$ cat config.mk
export PLATFORM = sky130hd
export DESIGN_NAME = rv32e_wb_regfile
export DESIGN_NICKNAME = d
export VERILOG_FILES = /design/src/rtl/rv32e_wb_regfile.sv
export SDC_FILE = /design/constraint.sdc
export NUM_CORES = 1
export LEC_CHECK = 0
export CAP_MARGIN = 20
export CORE_ASPECT_RATIO = 0.8
export CORE_MARGIN = 3
export CORE_UTILIZATION = 57
export DETAILED_ROUTE_END_ITERATION = 8
export PLACE_DENSITY = 0.73
export REMOVE_ABC_BUFFERS = 1
export SLEW_MARGIN = 20
export SYNTH_ARGS = -nofsm -noshare
export SYNTH_HDL_FRONTEND = slang
export SYNTH_SLANG_ARGS = --single-unit
$ cat constraint.sdc
create_clock -name clk -period 9.4 [get_ports clk]
set_input_delay 1.41 -clock clk [delete_from_list [all_inputs] [get_ports clk]]
set_output_delay 1.41 -clock clk [all_outputs]
set_load 0.005 [all_outputs]
$ cat src/rtl/rv32e_wb_regfile.sv
// RV32E writeback stage and architectural register file.
// Arbitrates ALU results and load data onto one write port, parks a colliding
// ALU write in a single-entry pending slot, and serves two bypassed
// combinational read ports. x0 reads as zero and is never written.
module rv32e_wb_regfile #(
  parameter int XLEN  = 32,
  parameter int NREGS = 16,
  localparam int AW   = $clog2(NREGS)
) (
  input  logic            clk,
  input  logic            rst,
  input  logic            alu_valid,
  output logic            alu_ready,
  input  logic [AW-1:0]   alu_rd,
  input  logic [XLEN-1:0] alu_result,
  input  logic            mem_valid,
  output logic            mem_ready,
  input  logic [AW-1:0]   mem_rd,
  input  logic [XLEN-1:0] mem_data,
  input  logic [AW-1:0]   rs1_addr,
  input  logic [AW-1:0]   rs2_addr,
  output logic [XLEN-1:0] rs1_data,
  output logic [XLEN-1:0] rs2_data,
  output logic            busy,
  output logic            wb_valid,
  output logic [AW-1:0]   wb_rd,
  output logic [XLEN-1:0] wb_data
);

  // Architectural state; entry 0 is held at zero and masked on reads.
  logic [XLEN-1:0] regs_reg [NREGS];

  logic            pend_valid_reg, pend_valid_next;
  logic [AW-1:0]   pend_rd_reg, pend_rd_next;
  logic [XLEN-1:0] pend_data_reg, pend_data_next;

  logic            wb_valid_reg;
  logic [AW-1:0]   wb_rd_reg;
  logic [XLEN-1:0] wb_data_reg;

  logic            mem_fire, alu_fire, kill;
  logic            wr_en, wr_commit;
  logic [AW-1:0]   wr_addr;
  logic [XLEN-1:0] wr_data;

  // Loads are never stalled; the ALU stalls only while a deferred write is parked.
  assign mem_ready = !rst;
  assign alu_ready = !rst && !pend_valid_reg;
  assign mem_fire  = mem_valid && mem_ready;
  assign alu_fire  = alu_valid && alu_ready;
  // A newer load to the same rd makes the parked ALU value dead.
  assign kill      = mem_fire && pend_valid_reg && (mem_rd == pend_rd_reg);
  assign wr_commit = wr_en && (wr_addr != '0);

  assign busy     = pend_valid_reg;
  assign wb_valid = wb_valid_reg;
  assign wb_rd    = wb_rd_reg;
  assign wb_data  = wb_data_reg;

  // Write-port arbitration (load > pending > ALU) and pending-slot next state.
  always_comb begin
    wr_en           = 1'b0;
    wr_addr         = '0;
    wr_data         = '0;
    pend_valid_next = pend_valid_reg;
    pend_rd_next    = pend_rd_reg;
    pend_data_next  = pend_data_reg;
    if (mem_fire) begin
      wr_en   = 1'b1;
      wr_addr = mem_rd;
      wr_data = mem_data;
      if (alu_fire) begin
        // alu_fire implies the slot was empty, so it can be loaded directly.
        pend_valid_next = 1'b1;
        pend_rd_next    = alu_rd;
        pend_data_next  = alu_result;
      end else if (kill) begin
        pend_valid_next = 1'b0;
      end
    end else if (pend_valid_reg) begin
      // Drains even when rd is 0, costing one cycle without an array write.
      wr_en           = 1'b1;
      wr_addr         = pend_rd_reg;
      wr_data         = pend_data_reg;
      pend_valid_next = 1'b0;
    end else if (alu_fire) begin
      wr_en   = 1'b1;
      wr_addr = alu_rd;
      wr_data = alu_result;
    end
  end

  // Pending slot and write trace registers.
  always_ff @(posedge clk) begin
    if (rst) begin
      pend_valid_reg <= 1'b0;
      pend_rd_reg    <= '0;
      pend_data_reg  <= '0;
      wb_valid_reg   <= 1'b0;
      wb_rd_reg      <= '0;
      wb_data_reg    <= '0;
    end else begin
      pend_valid_reg <= pend_valid_next;
      pend_rd_reg    <= pend_rd_next;
      pend_data_reg  <= pend_data_next;
      wb_valid_reg   <= wr_commit;
      if (wr_commit) begin
        wb_rd_reg   <= wr_addr;
        wb_data_reg <= wr_data;
      end
    end
  end

  // Register array: cleared on reset, single write port, x0 never written.
  always_ff @(posedge clk) begin
    if (rst) begin
      for (int i = 0; i < NREGS; i++) begin
        regs_reg[i] <= '0;
      end
    end else if (wr_commit) begin
      regs_reg[wr_addr] <= wr_data;
    end
  end

  // Two independent read ports, each bypassing in age order newest first.
  genvar gi;
  generate
    for (gi = 0; gi < 2; gi++) begin : g_read
      logic [AW-1:0]   addr;
      logic [XLEN-1:0] data;
      assign addr = (gi == 0) ? rs1_addr : rs2_addr;

      // Priority: x0, ALU this cycle, load this cycle, live pending, array.
      always_comb begin
        data = regs_reg[addr];
        if (addr == '0) begin
          data = '0;
        end else if (alu_fire && (alu_rd == addr)) begin
          data = alu_result;
        end else if (mem_fire && (mem_rd == addr)) begin
          data = mem_data;
        end else if (pend_valid_reg && !kill && (pend_rd_reg == addr)) begin
          data = pend_data_reg;
        end
      end
    end
  endgenerate

  assign rs1_data = g_read[0].data;
  assign rs2_data = g_read[1].data;

endmodule

==> Word level (Yosys, flattened, before mapping) <==
Memories as Yosys holds them, arrays and structs flattened.
Index checks and enable logic that the tools add are counted.
{ "word_totals": {"inputBits": 84, "mem_bits_rw": 512, "ff_bits": 74, "memories": 1, "wordCells": 65, "out_inout_bits": 104} }
{ "memory_table": {"columns": ["name", "words", "width", "read_ports", "rd_ports_with_merged_regs", "write_ports", "line", "source"], "rows": [
  ["regs_reg", 16, 32, 2, 0, 16, "31", "logic [XLEN-1:0] regs_reg [NREGS];"]
]} }
{ "classes": {"eq_ne": 7, "bitwise": 1, "n_mux": 27, "n_reduce_logical": 23} }
{ "ops": {"columns": ["op", "n"], "rows": [
  ["$mux 32", 12],
  ["$reduce_or 32->1", 1],
  ["$eq 4x4->1", 7],
  ["$mux 4", 4],
  ["$logic_and 1x1->1", 13],
  ["$mux 1", 11],
  ["$logic_not 4->1", 2],
  ["$reduce_bool 4->1", 1],
  ["$logic_not 1->1", 3],
  ["$reduce_and 2->1", 1],
  ["$reduce_bool 2->1", 1],
  ["$reduce_or 2->1", 1],
  ["$not 1->1", 1]
]} }

==> Depth between registers and ports, before layout <==
{ "depth": {"depth_word": 13, "mapped_depth": 10, "depth_no_buf": 6} }

==> Least setup slack after synthesis <==
No wires, ideal clock.
{ "synth_path": {"path_type": "input to output", "from": "input rs1_addr[0]", "to": "output rs1_data[11]", "n_path_buf": 3, "arrival_time_ps": 3418, "t_required_ps": 7990, "path_slack_ps": 4572, "cell_stages": 7, "path_cell_list": "clkbuf_1 > buf_2 > buf_2 > mux4_2 > mux4_2 > nand2b_1 > o211ai_1"} }
{ "synth_via": {"elab_chain_cells": 6, "elab_cells_between_ends": 12, "classes_between": "3 x eq/ne; 4 x mux; 4 x reduce/logical; 1 x memory"} }
{ "synth_rtl": {"columns": ["item", "line", "source"], "rows": [
  ["from (decl)", "20", "input logic [AW-1:0] rs1_addr,"],
  ["branches (longest 5 deep; another with $mem_v2 16x32)", null, null],
  ["$mux 32 *", "136", "if (addr == '0) begin"],
  ["to (decl)", "22", "output logic [XLEN-1:0] rs1_data,"]
]} }
Mark *: on every way between the ends.

==> Worst setup path after layout <==
{ "layout_path": {"from": "input mem_valid", "to": "output rs1_data[28]"} }
{ "layout_via": {"elab_chain_cells": 10, "elab_cells_between_ends": 11, "classes_between": "4 x mux; 7 x reduce/logical"} }
{ "layout_rtl": {"columns": ["item", "line", "source"], "rows": [
  ["from (decl)", "16", "input logic mem_valid,"],
  ["$logic_and 1x1->1 *", "49", "assign mem_fire = mem_valid && mem_ready;"],
  ["$logic_and 1x1->1 (2 in a row)", "52", "assign kill = mem_fire && pend_valid_reg && (mem_rd == pend_rd_reg);"],
  ["$logic_not 1->1", "142", "end else if (pend_valid_reg && !kill && (pend_rd_reg == addr)) begin"],
  ["$logic_and 1x1->1 (2 in a row)", "142", null],
  ["$mux 32", "142", null],
  ["$mux 32 *", "140", "end else if (mem_fire && (mem_rd == addr)) begin"],
  ["$mux 32 *", "138", "end else if (alu_fire && (alu_rd == addr)) begin"],
  ["$mux 32 *", "136", null]
]} }
Every way passes the cells marked *; elsewhere a longest branch is shown, timed or not.

==> results.md <==
* Met2 wire len at 47.1 mm
* Crit share post-route at 77.1%
* Crit path kind: input pin to primary output
* Netlist cell types at 58
* Worst path required time at 7990 ps
* Max frequency at 0.138 GHz
* Yosys reg bits at 586
* Setup TNS at 0 ps
* 1st-iter DRT viols at 3982
* Share of cells above drive strength 1 at 16.5%
* Clock Latency Late Sink at 650 ps
* Worst hold path type: flip-flop to flip-flop
* Max reg flops at 512
* Critical path capture point type: primary output
* TritonCTS buffer count at 57
* WL/cell at 30.6 um
* EDFF count, synth at 512
* CTS Hold Bufs at 0
* CP endpoint: rs1_data[28]
* RSZ-0062 raised after global routing: false
* Post-synthesis instance total at 2636
* Cells after DPL at 3374
* Final WL at 107 mm
* Max-slew violation count at 0
* Post_cts resized at 0
* Clock Skew at 18.6 ps
* TritonCTS clock tree: done
* Pwr/cell area at 176 nW/um2
* Via total after detailed routing at 24700
* DRT antenna net count at 0
* Total track usage at 36.7%
* Startpoint types: input pin
* Largest area contributor in the netlist: edfxtp_1
* Remaining global-route overflow at 0
* R2R Path Start: busy
* Dominant synthesized flop cell: edfxtp_1
* Post-synthesis sequential area ratio at 53.9%
* Slew @ Worst Pin at 1190 ps
* Initial Utilization at 57.9%
* Die extent in x at 268 um
* Relative slew slack at 20.5%
* VDD IR max at 0.000137 V
* Worst-path clk slew at 60 ps
* Top-area cell type share of the netlist area at 49.1%
* Layout Cells excl Fill at 3482
* I/O Buffers at 187
* Gpl congestion at 0.827
* Post-synthesis instance area at 31300 um2
* HPWL after DPL at 58.5 mm
* Filler Cells Inserted at 3943
* Antenna Cells at 0
* DR DRC count at 0
* Max clock buf depth at 3
* I/O pin total at 188
* Status: finished clean
* Fin. Hold Viols at 0
* Synth area leaders: edfxtp_1 49%, mux4_2 12%, mux2i_1 8.1%, nor2_1 6.2%, dfxtp_1 4.7%
* WP data arrival at 5840 ps
* Setup repair bufs after CTS at 0
* Synthesized area per cell at 11.9 um2
* Max Used Layer: met4
* Reg2Reg Setup Slack at 4610 ps
* CTS root buf: clkbuf_16
* Reg-to-Reg End: regs_reg[1][30]
* Syn. warnings at 0
* Final #Nets at 2817
* Crit path launch: mem_valid
* Async set or reset register ratio after synthesis at 0%
* CTS HTree Levels at 2
* Crit path max fanout at 39
* First-pass GRT wire length at 156 mm
* Drt first pass iters at 6
* Vias in the first global route at 24200
* Post-synth top cells: 513 x nor2_1, 512 x edfxtp_1, 253 x mux2i_1
* Max cap viols at 0
* Initial antenna violation count at 0
* Total design power at 6.28 mW
* # rows at 76
* Synthesis-to-finish area growth at 14.2%
* DR WL met3 at 15.8 mm
* Pin count of the biggest net entering global routing at 79
* Count leader, synth: nor2_1
* Area of the core at 54000 um2
* Leak at 12.6 nW
* Length of routed wiring on met1 at 38.9 mm
* CTS sink cnt at 586
* Hold_ws at 452 ps
* Die area at 57800 um2
* Die span in y at 216 um
* Tmin final at 7250 ps
* Worst R2R Path Depth at 9
* # setup viols final at 0
* Via-to-Cell Ratio at 7.09
area by class of cell:
class                   instances  area [um2]  share of cell area (%)
flip-flops and latches        586       16900                    47.2
clock buffers                  80        1590                    4.46
multi-input cells            1815       13600                    37.9
well taps                     702         878                    2.46
repair buffers                267        2520                    7.05
inverters                       6        22.5                  0.0630
clock inverters                26         300                   0.841
worst min path at each step:
stage / from / endpoint / slack [ps] / depth (start not counted)
floorplan: wb_data[0] / wb_data[0] / 440 / 2
global placement: wb_data[3] / wb_data[3] / 440 / 2
detailed placement: wb_data[11] / wb_data[11] / 440 / 2
CTS: wb_data[29] / wb_data[29] / 460 / 2
global route: wb_data[4] / wb_data[4] / 470 / 2
finish: wb_data[18] / wb_data[18] / 450 / 2
cells by family after synthesis:
logic type	share of synthesized area, %
AND/OR/NAND/NOR	12.8
flip-flops	53.9
AO/OA/AOI/OAI	9.31
multiplexers	19.8
buffers and inverters	3.60
XOR/XNOR	0.700
other	0.0120
layout by cell type, fill, tap and decap left out, drive strengths merged, types with 6 or more instances in the layout:
master / instances
nor2: 553
edfxtp: 512
mux2i: 253
nand2: 205
clkdlybuf4s50: 181
mux4: 161
o22ai: 126
buf: 85
clkbuf: 81
a21oi: 75
dfxtp: 74
o21ai: 70
o211ai: 64
nand3: 35
or2: 34
a22oi: 32
nand2b: 32
a221o: 32
conb: 32
a31oi: 31
clkinv: 17
xor2: 14
xnor2: 11
inv: 9
and2: 7
nor2b: 7
bufinv: 6
metrics by stage:
stage / util [%] / setup WS, ps / instance area [um2]
5_1_grt: 66.1 / 2130 / 35700
2_1_floorplan: - / 3110 / 30300
4_1_cts: 66.0 / 2340 / 35600
6_report: 66.1 / 2150 / 35700
3_5_place_dp: 62.5 / 2360 / 33800
3_3_place_gp: 62.4 / 2480 / 33700
worst max-delay path, cell delays in order:
cell and delay [ps]:
clkdlybuf4s50_1 610, nor2b_4 180, buf_4 600, nand2_1 210, o211a_1 260, buf_4 320
or4b_2 1190, nand2b_1 340, o211ai_1 120, clkdlybuf4s50_1 550
metal layers:
metal  track usage [%]  up-vias
met5                 0        -
met4              15.9        0
met3              9.03      371
met2              54.9     2193
met1              51.6    12100
li1                  -    10000
power breakdown:
part           internal [mW]  switching, mW  leakage, nW
Clock                   1.35           1.03        0.936
Sequential              2.94         0.0623         5.98
Combinational          0.384          0.522         5.66
No activity file was read; power rests on OpenSTA's default activity.
